===== src/rtl/alu_pkg.sv =====
// Shared types and constants for the alu_seq execute unit.
package alu_pkg;

    typedef enum logic [2:0] {
        OP_PASSB = 3'b000,
        OP_RSVD  = 3'b001,
        OP_ADD   = 3'b010,
        OP_SUB   = 3'b011,
        OP_AND   = 3'b100,
        OP_OR    = 3'b101,
        OP_XOR   = 3'b110,
        OP_MUL   = 3'b111
    } alu_op_t;

    typedef enum logic {
        IDLE = 1'b0,
        MUL  = 1'b1
    } state_t;

    localparam int unsigned FLAG_W = 4;
    localparam int unsigned FLG_N  = 3;
    localparam int unsigned FLG_Z  = 2;
    localparam int unsigned FLG_V  = 1;
    localparam int unsigned FLG_C  = 0;

endpackage


===== src/rtl/alu_seq_if.sv =====
// Operand and result handshake bundle between the issue stage and alu_seq.
interface alu_seq_if #(
    parameter int unsigned WIDTH = 64
);
    import alu_pkg::*;

    logic                in_valid;
    logic                in_ready;
    alu_op_t             op;
    logic [WIDTH-1:0]    a;
    logic [WIDTH-1:0]    b;
    logic                out_valid;
    logic                out_ready;
    logic [WIDTH-1:0]    result;
    logic [FLAG_W-1:0]   flags;

    modport master (
        output in_valid, op, a, b, out_ready,
        input  in_ready, out_valid, result, flags
    );

    modport slave (
        input  in_valid, op, a, b, out_ready,
        output in_ready, out_valid, result, flags
    );

endinterface


===== src/rtl/alu_comb.sv =====
// Single-cycle ALU datapath: pass, add/sub, logic ops; reserved and MUL slots yield zero.
module alu_comb
    import alu_pkg::*;
#(
    parameter int unsigned WIDTH = 64
) (
    input  logic [WIDTH-1:0] a,
    input  logic [WIDTH-1:0] b,
    input  alu_op_t          op,
    output logic [WIDTH-1:0] result,
    output logic             carry,
    output logic             overflow
);

    localparam int unsigned SW = WIDTH + 1;

    logic             sub;
    logic [WIDTH-1:0] b_eff;
    logic [SW-1:0]    sum;

    always_comb begin
        sub      = (op == OP_SUB);
        b_eff    = sub ? ~b : b;
        sum      = SW'(a) + SW'(b_eff) + SW'(sub);
        result   = '0;
        carry    = 1'b0;
        overflow = 1'b0;
        case (op)
            OP_PASSB: result = b;
            OP_ADD,
            OP_SUB: begin
                result   = sum[WIDTH-1:0];
                carry    = sum[WIDTH];
                // signed overflow: like-signed operands produce a differently-signed sum
                overflow = (a[WIDTH-1] == b_eff[WIDTH-1]) && (sum[WIDTH-1] != a[WIDTH-1]);
            end
            OP_AND:  result = a & b;
            OP_OR:   result = a | b;
            OP_XOR:  result = a ^ b;
            default: result = '0;
        endcase
    end

endmodule


===== src/rtl/alu_seq.sv =====
// ALU execute unit: single-cycle ops via alu_comb, iterative shift-add multiply,
// and a single-entry registered output buffer with valid/ready handshakes.
module alu_seq
    import alu_pkg::*;
#(
    parameter int unsigned WIDTH  = 64,
    parameter bit          MUL_EN = 1'b1
) (
    input  logic       clk,
    input  logic       reset_n,
    alu_seq_if.slave   bus
);

    localparam int unsigned PW = 2 * WIDTH;
    localparam int unsigned CW = $clog2(WIDTH);

    state_t              state;
    state_t              state_next;
    logic                rst_done;
    logic [PW-1:0]       acc;
    logic [PW-1:0]       mcand;
    logic [PW-1:0]       acc_step;
    logic [WIDTH-1:0]    mplier;
    logic [CW-1:0]       cnt;
    logic [WIDTH-1:0]    result_q;
    logic [FLAG_W-1:0]   flags_q;
    logic                out_valid_q;

    logic                in_ready;
    logic                accept;
    logic                drain;
    logic                start_mul;
    logic                mul_done;
    logic                load;
    logic [WIDTH-1:0]    res_d;
    logic [FLAG_W-1:0]   flags_d;
    logic [WIDTH-1:0]    comb_result;
    logic                comb_carry;
    logic                comb_ovf;

    alu_comb #(.WIDTH(WIDTH)) u_comb (
        .a        (bus.a),
        .b        (bus.b),
        .op       (bus.op),
        .result   (comb_result),
        .carry    (comb_carry),
        .overflow (comb_ovf)
    );

    // FSM state register
    always_ff @(posedge clk or negedge reset_n) begin
        if (!reset_n) begin
            state <= IDLE;
        end else begin
            state <= state_next;
        end
    end

    // Handshake decode, next state, multiplier step and output-buffer load values
    always_comb begin
        state_next = state;
        in_ready   = rst_done && (state == IDLE) && (!out_valid_q || bus.out_ready);
        accept     = in_ready && bus.in_valid;
        drain      = out_valid_q && bus.out_ready;
        start_mul  = accept && MUL_EN && (bus.op == OP_MUL);
        mul_done   = (state == MUL) && (cnt == CW'(WIDTH - 1));
        load       = (accept && !start_mul) || mul_done;
        acc_step   = acc + (mplier[0] ? mcand : '0);

        case (state)
            IDLE:    if (start_mul) state_next = MUL;
            MUL:     if (mul_done)  state_next = IDLE;
            default: state_next = IDLE;
        endcase

        res_d   = comb_result;
        flags_d = '0;
        if (mul_done) begin
            res_d          = acc_step[WIDTH-1:0];
            flags_d[FLG_C] = |acc_step[PW-1:WIDTH];
        end else begin
            flags_d[FLG_C] = comb_carry;
            flags_d[FLG_V] = comb_ovf;
        end
        flags_d[FLG_N] = res_d[WIDTH-1];
        flags_d[FLG_Z] = (res_d == '0);
    end

    // Multiplier datapath and output buffer
    always_ff @(posedge clk or negedge reset_n) begin
        if (!reset_n) begin
            rst_done    <= 1'b0;
            acc         <= '0;
            mcand       <= '0;
            mplier      <= '0;
            cnt         <= '0;
            result_q    <= '0;
            flags_q     <= '0;
            out_valid_q <= 1'b0;
        end else begin
            rst_done <= 1'b1;
            if (start_mul) begin
                acc    <= '0;
                mcand  <= PW'(bus.a);
                mplier <= bus.b;
                cnt    <= '0;
            end else if (state == MUL) begin
                acc    <= acc_step;
                mcand  <= mcand << 1;
                mplier <= mplier >> 1;
                cnt    <= cnt + CW'(1);
            end
            // a MUL is only accepted into an empty/draining buffer, so mul_done never collides
            if (load) begin
                result_q    <= res_d;
                flags_q     <= flags_d;
                out_valid_q <= 1'b1;
            end else if (drain) begin
                out_valid_q <= 1'b0;
            end
        end
    end

    assign bus.in_ready  = in_ready;
    assign bus.out_valid = out_valid_q;
    assign bus.result    = result_q;
    assign bus.flags     = flags_q;

endmodule


===== src/flat_wrapper.sv =====
// flat-port wrapper written by rule: the top's interface ports become plain ports
module alu_seq_flat import alu_pkg::*;
#(
    parameter int unsigned WIDTH  = 64,
    parameter bit          MUL_EN = 1'b1
)
  (clk, reset_n, bus_in_valid, bus_op, bus_a, bus_b, bus_out_ready, bus_in_ready, bus_out_valid, bus_result, bus_flags);
  alu_seq_if #(.WIDTH(WIDTH)) bus_i ();
  input  logic clk;
  input  logic reset_n;
  input wire logic [$bits(bus_i.in_valid)-1:0] bus_in_valid;
  input wire logic [$bits(bus_i.op)-1:0] bus_op;
  input wire logic [$bits(bus_i.a)-1:0] bus_a;
  input wire logic [$bits(bus_i.b)-1:0] bus_b;
  input wire logic [$bits(bus_i.out_ready)-1:0] bus_out_ready;
  output wire logic [$bits(bus_i.in_ready)-1:0] bus_in_ready;
  output wire logic [$bits(bus_i.out_valid)-1:0] bus_out_valid;
  output wire logic [$bits(bus_i.result)-1:0] bus_result;
  output wire logic [$bits(bus_i.flags)-1:0] bus_flags;
  assign bus_i.in_valid = bus_in_valid;
  assign bus_i.op = bus_op;
  assign bus_i.a = bus_a;
  assign bus_i.b = bus_b;
  assign bus_i.out_ready = bus_out_ready;
  assign bus_in_ready = bus_i.in_ready;
  assign bus_out_valid = bus_i.out_valid;
  assign bus_result = bus_i.result;
  assign bus_flags = bus_i.flags;
  alu_seq #(.WIDTH(WIDTH), .MUL_EN(MUL_EN)) u_core (.clk(clk), .reset_n(reset_n), .bus(bus_i));
endmodule

===== config.mk =====
export PLATFORM = sky130hd
export DESIGN_NAME = alu_seq_flat
export DESIGN_NICKNAME = d
export VERILOG_FILES = /design/src/rtl/alu_pkg.sv /design/src/rtl/alu_seq_if.sv /design/src/rtl/alu_comb.sv /design/src/rtl/alu_seq.sv /design/src/flat_wrapper.sv
export SDC_FILE = /design/constraint.sdc
export NUM_CORES = 1
export LEC_CHECK = 0
export ABC_AREA = 1
export BUFFER_PORTS_ARGS = -buffer_cell sky130_fd_sc_hd__buf_4
export CELL_PAD_IN_SITES_DETAIL_PLACEMENT = 1
export CELL_PAD_IN_SITES_GLOBAL_PLACEMENT = 1
export CORE_MARGIN = 4
export CORE_UTILIZATION = 45
export DETAILED_ROUTE_END_ITERATION = 7
export PLACE_DENSITY = 0.85
export SLEW_MARGIN = 15
export SYNTH_ARGS = -nofsm -noshare
export SYNTH_HDL_FRONTEND = slang
export SYNTH_SLANG_ARGS = --single-unit

===== constraint.sdc =====
create_clock -name clk -period 4.53 [get_ports clk]
set_clock_uncertainty 0.2 [all_clocks]
set_input_delay 1.1325 -clock clk [delete_from_list [all_inputs] [get_ports clk]]
set_output_delay 1.1325 -clock clk [all_outputs]
set_load 0.02 [all_outputs]

==> impl_metrics.py, run 1 <==
metrics = {
    "global_route": {
        "grt.overflow.total": 428,
        "grt_max_degree": 142,
        "grtUsageTotal_pct": 78.3,
    },
    "logic_synthesis": {
        "ys_ff_latch": 396,
        "synth_area_per_cell_sq_um": 6.27,
        "synth_commonest_cells": "nand2_1, inv_1, nor2_1, a21oi_1, dfrtp_1",
        "synth_area_sq_mm": 0.0387,
        "synth.most_common_cell": "nand2_1",
        "ys_warn_count": 0,
        "syn-num-nets": 6651,
        "yosysTopAreaCellShare_pct": 25.6,
        "synth-edff-count": 0,
        "synth_top_area_cell": "dfrtp_1",
        "syn_inst": 6182,
        "synthFlopType": "dfrtp_1",
        "ys_seq_area_share_pct": 25.6,
        "synth.area.top_cells": "dfrtp_1, nand2_1, ha_1",
        "async_flop_share_pct": 100,
        "synth_cell_types": 58,
    },
    "floorplanning": {
        "row_count": 107,
        "initial_core_util_pct": 45.4,
        "die_h_um": 301,
        "fp.dieW_um": 301,
        "ioPinCount": 205,
    },
    "timing": {
        "worstEndpointGrtRepair": "u_core.bus.flags[0]$_DFFE_PN0P_/D",
        "worstEndpointType": "sequential cell input",
    },
    "run_status": {
        "firstError": "[ERROR GRT-0232] Routing congestion too high. Check the congestion heatmap in the GUI.",
        "status": "aborted with a tool error",
        "failed_stage": "5_1_grt",
    },
    "place": {
        "io_buffers": 204,
        "pre_cts_slack_ns": -1.41,
        "dp_hpwl_um": 189000,
        "dp.cells": 8291,
        "place_congestion": 1.06,
    },
    "cts": {
        "cts-root-buf": "clkbuf_16",
        "cts_made_buffers": 48,
        "clock_path_buffers": 3,
        "clock_sinks": 396,
        "cts_hold_buf": 0,
        "cts_max_level": 2,
    },
}
==> cells by family after synthesis <==
| family | Yosys count | synth area share, % |
|---|---|---|
| DFF | 396 | 25.6 |
| and+or+nand+nor | 2978 | 31.6 |
| buffers and inverters | 1180 | 11.6 |
| AOI/OAI and AO/OA | 1187 | 18.0 |
| adders and majority gates | 334 | 10.8 |
| muxes | 1 | 0.0258 |
| other | 1 | 0.00968 |
| xor gates and xnor gates | 105 | 2.37 |
==> per-stage QoR <==
stage	area, sq um	utilization, %	hold WS, ns
after floorplan	38700	-	0.248
after global placement	48400	56.8	0.262
after detailed placement	48400	56.8	0.283
after CTS	50700	59.5	0.305
==> routing by layer <==
metal  track usage (%)  overflow
met4              83.4       183
met2              95.1       227
met1              74.9         5
met3              63.4        11
met5              38.0         2
==> timing repair <==
action	4_1_cts
gates cloned	2
endpoints found under the setup margin	4
buffers inserted	15
pin swaps	15
gates resized for setup	136
hold endpoints to repair	0
==> run 2, diff against run 1 <==
--- a/config.mk
+++ b/config.mk
@@ -7,12 +7,10 @@
 export LEC_CHECK = 0
 export ABC_AREA = 1
 export BUFFER_PORTS_ARGS = -buffer_cell sky130_fd_sc_hd__buf_4
-export CELL_PAD_IN_SITES_DETAIL_PLACEMENT = 1
-export CELL_PAD_IN_SITES_GLOBAL_PLACEMENT = 1
 export CORE_MARGIN = 4
-export CORE_UTILIZATION = 45
+export CORE_UTILIZATION = 40
 export DETAILED_ROUTE_END_ITERATION = 7
-export PLACE_DENSITY = 0.85
+export PLACE_DENSITY_LB_ADDON = 0.15
 export SLEW_MARGIN = 15
 export SYNTH_ARGS = -nofsm -noshare
 export SYNTH_HDL_FRONTEND = slang
==> impl_metrics.py, run 2 <==
metrics = {
    "timing": {
        "final_hold_viol_count": 0,
        "setup_viol": 0,
        "min_period_over_period_pct": 97.8,
        "slew_violations": 0,
        "setup_tns_ns": 0,
        "fmax_mhz": 226,
        "rsz0062_at_grt": "true",
        "max_slew_margin_pct": 27.3,
        "tightest_slew_ns": 1.09,
        "period_needed_ns": 4.43,
    },
    "global_route": {
        "grtUsageTotal_pct": 37.8,
        "grt_pass1_vias": 45400,
        "grt_pass1_wl_um": 291000,
        "grt_max_degree": 128,
        "grt.overflow.total": 0,
        "antenna_found_initial": 5,
    },
    "floorplanning": {
        "coreArea_sq_mm": 0.0956,
        "fp.dieW_um": 319,
        "die_h_um": 319,
        "fp.dieArea_sq_mm": 0.102,
        "row_count": 113,
        "initial_core_util_pct": 40.5,
        "ioPinCount": 205,
    },
    "critical_path": {
        "end_kind": "register",
        "r2r_setup_slack_ns": 0.15,
        "critPathTopFamily": "simple AND/OR/NAND/NOR gates",
        "crit_type": "in2reg",
        "start_kind": "input pin",
        "critPathArrivalTime_ns": 4.80,
        "path_buf_inv": 4,
        "crit_path_frequent_cell": "nand2_1",
        "worstSetupStartpoint": "bus_op[2]",
        "r2r-start": "u_core.mplier[0]",
        "cp.required_ns": 4.90,
        "crit_path_max_incr_delay_ns": 0.39,
        "cp_slowest_cell": "ha_1",
        "crit_fanout": 11,
    },
    "place": {
        "dp_hpwl_um": 169000,
        "place_congestion": 1.04,
        "io_buffers": 204,
    },
    "cts": {
        "clock_path_buffers": 3,
        "cts_max_level": 2,
        "cts-root-buf": "clkbuf_16",
        "insertion_delay_ns": 0.66,
        "clk_pin_slew_ns": 0.06,
        "cts_tree": "done",
        "cts_made_buffers": 49,
        "clock_sinks": 396,
    },
    "logic_synthesis": {
        "synth-edff-count": 0,
        "synth.most_common_cell": "nand2_1",
        "ys_warn_count": 0,
        "ys_ff_latch": 396,
        "syn-num-nets": 6651,
        "synth_area_per_cell_sq_um": 6.27,
        "yosysTopAreaCellShare_pct": 25.6,
        "synth_top_area_cell": "dfrtp_1",
        "syn_inst": 6182,
        "synth_commonest_cells": "nand2_1, inv_1, nor2_1, a21oi_1, dfrtp_1",
        "synthFlopType": "dfrtp_1",
        "async_flop_share_pct": 100,
        "ys_seq_area_share_pct": 25.6,
        "synth_cell_types": 58,
        "synth_area_sq_mm": 0.0387,
        "synth.area.top_cells": "dfrtp_1, nand2_1, ha_1",
    },
    "routing": {
        "via_per_inst": 5.40,
        "dr_total_vias": 46700,
        "drc_errors": 0,
        "wl_per_cell_um": 23.1,
        "firstDrtPassIters": 6,
        "drt_iter0_drc": 4377,
        "ant_nets": 0,
        "routed_wirelength_um": 200000,
    },
    "final_layout": {
        "final_common_cell": "nand2_1",
        "top_regs": "u_core.acc x128, u_core.mcand x128",
        "layout-drive-gt1-share_pct": 24.1,
        "layout_common_cells": "nand2_1, buf_4, inv_1, nor2_1, dfrtp_1",
        "area_growth_pct": 35.4,
        "utilization_pct": 54.9,
        "num-nets-final": 7811,
    },
    "pwr": {
        "power.leakage_uw": 0.0270,
        "power_density_mw_per_mm2": 391,
        "ir_drop_mv": 0.415,
    },
    "flow_run": {
        "drv_cap": 0,
    },
    "worst_hold_path": {
        "hold_path_class": "in2async",
    },
    "run_status": {
        "status": "complete, no violations",
    },
}
-- run 2: cell counts after synthesis --
Identical to the previous run, type by type.
-- run 2: kinds of logic (layout without fill, tap and decap cells) --
family / Yosys count / after routing / synth area share (%)
AOI/OAI and AO/OA: 1187 / 1187 / 18.0
xor gates and xnor gates: 105 / 105 / 2.37
adders and majority gates: 334 / 334 / 10.8
buffers and inverters: 1180 / 2380 / 11.6
DFF: 396 / 396 / 25.6
muxes: 1 / 1 / 0.0258
other: 1 / 3 / 0.00968
and+or+nand+nor: 2978 / 2978 / 31.6
-- run 2: layout make-up --
class,instances,area [sq um]
fill,9814,43100
multi-input combinational,4606,25500
timing repair buffer,1280,9960
sequential,396,9920
inverter,1009,3790
tap,1265,1580
clock buffer,72,1440
clock inverter,19,215
antenna,2,5.00
-- run 2: worst paths after layout --
check / endpoint / cells after the start
max: u_core.bus.flags[2] / 27
min: u_core.acc[82] / 1
max reg2reg: u_core.bus.flags[0] / 26
min reg2reg: u_core.acc[2] / 2
max in group asynchronous: u_core.mplier[48] / 2
min in group clk: u_core.acc[2] / 2
-- run 2: worst register-to-register path, cell delays in order (launching register included) --
cell and delay [ns]:
dfrtp_4 0.55, buf_12 0.19, buf_4 0.18, nand2_1 0.07, inv_1 0.06, ha_1 0.31
buf_4 0.13, nand2_1 0.08, nor2_2 0.18, inv_2 0.07, nor2_1 0.15, inv_1 0.15
nor2_2 0.19, nand2_1 0.20, nand2_1 0.27, nand3_1 0.17, nand3_1 0.11, nand2_1 0.07
nand2_2 0.15, nand2_1 0.09, nor2_2 0.14, nand2_1 0.09, nor2_1 0.11, nand3_1 0.08
buf_4 0.16, nand2_1 0.06, nand2_1 0.04
-- run 2: metrics by stage --
step                      total power (uW)  hold WS (ns)  instance area [sq um]  cells  setup slack [ns]
final                                20500         0.283                  52500   8649            0.0995
after detailed placement             15900         0.274                  49600   8545             -1.04
after CTS                            20200         0.269                  51300   8636           0.00106
after floorplan                      11100         0.248                  38700   6182             0.352
after global placement               15800         0.269                  49600   8545             -1.14
after global routing                 21700         0.305                  52500   8648           -0.0793
-- run 2: power by group --
part           total [uW]  switching [uW]  internal (uW)
Combinational       10500            6320           4160
Clock                4140            1740           2390
Sequential           5900            1060           4840
-- run 2: metal layers --
layer | up-vias | track usage, % | wire length (um)
met3 | 416 | 4.36 | 12300
met5 | - | 0 | 7
met1 | 22300 | 47.9 | 81900
met2 | 1685 | 63.8 | 93000
met4 | 2 | 19.1 | 12600
li1 | 22300 | - | -
-- run 2: timing repair --
action | CTS | global route
endpoints found under the setup margin | 2 | 2
buffers inserted | 0 | 11
pin swaps | 1 | 23
gates resized for setup | 34 | 301
hold buffers | 0 | 0
(Power assumes the default switching activity.)
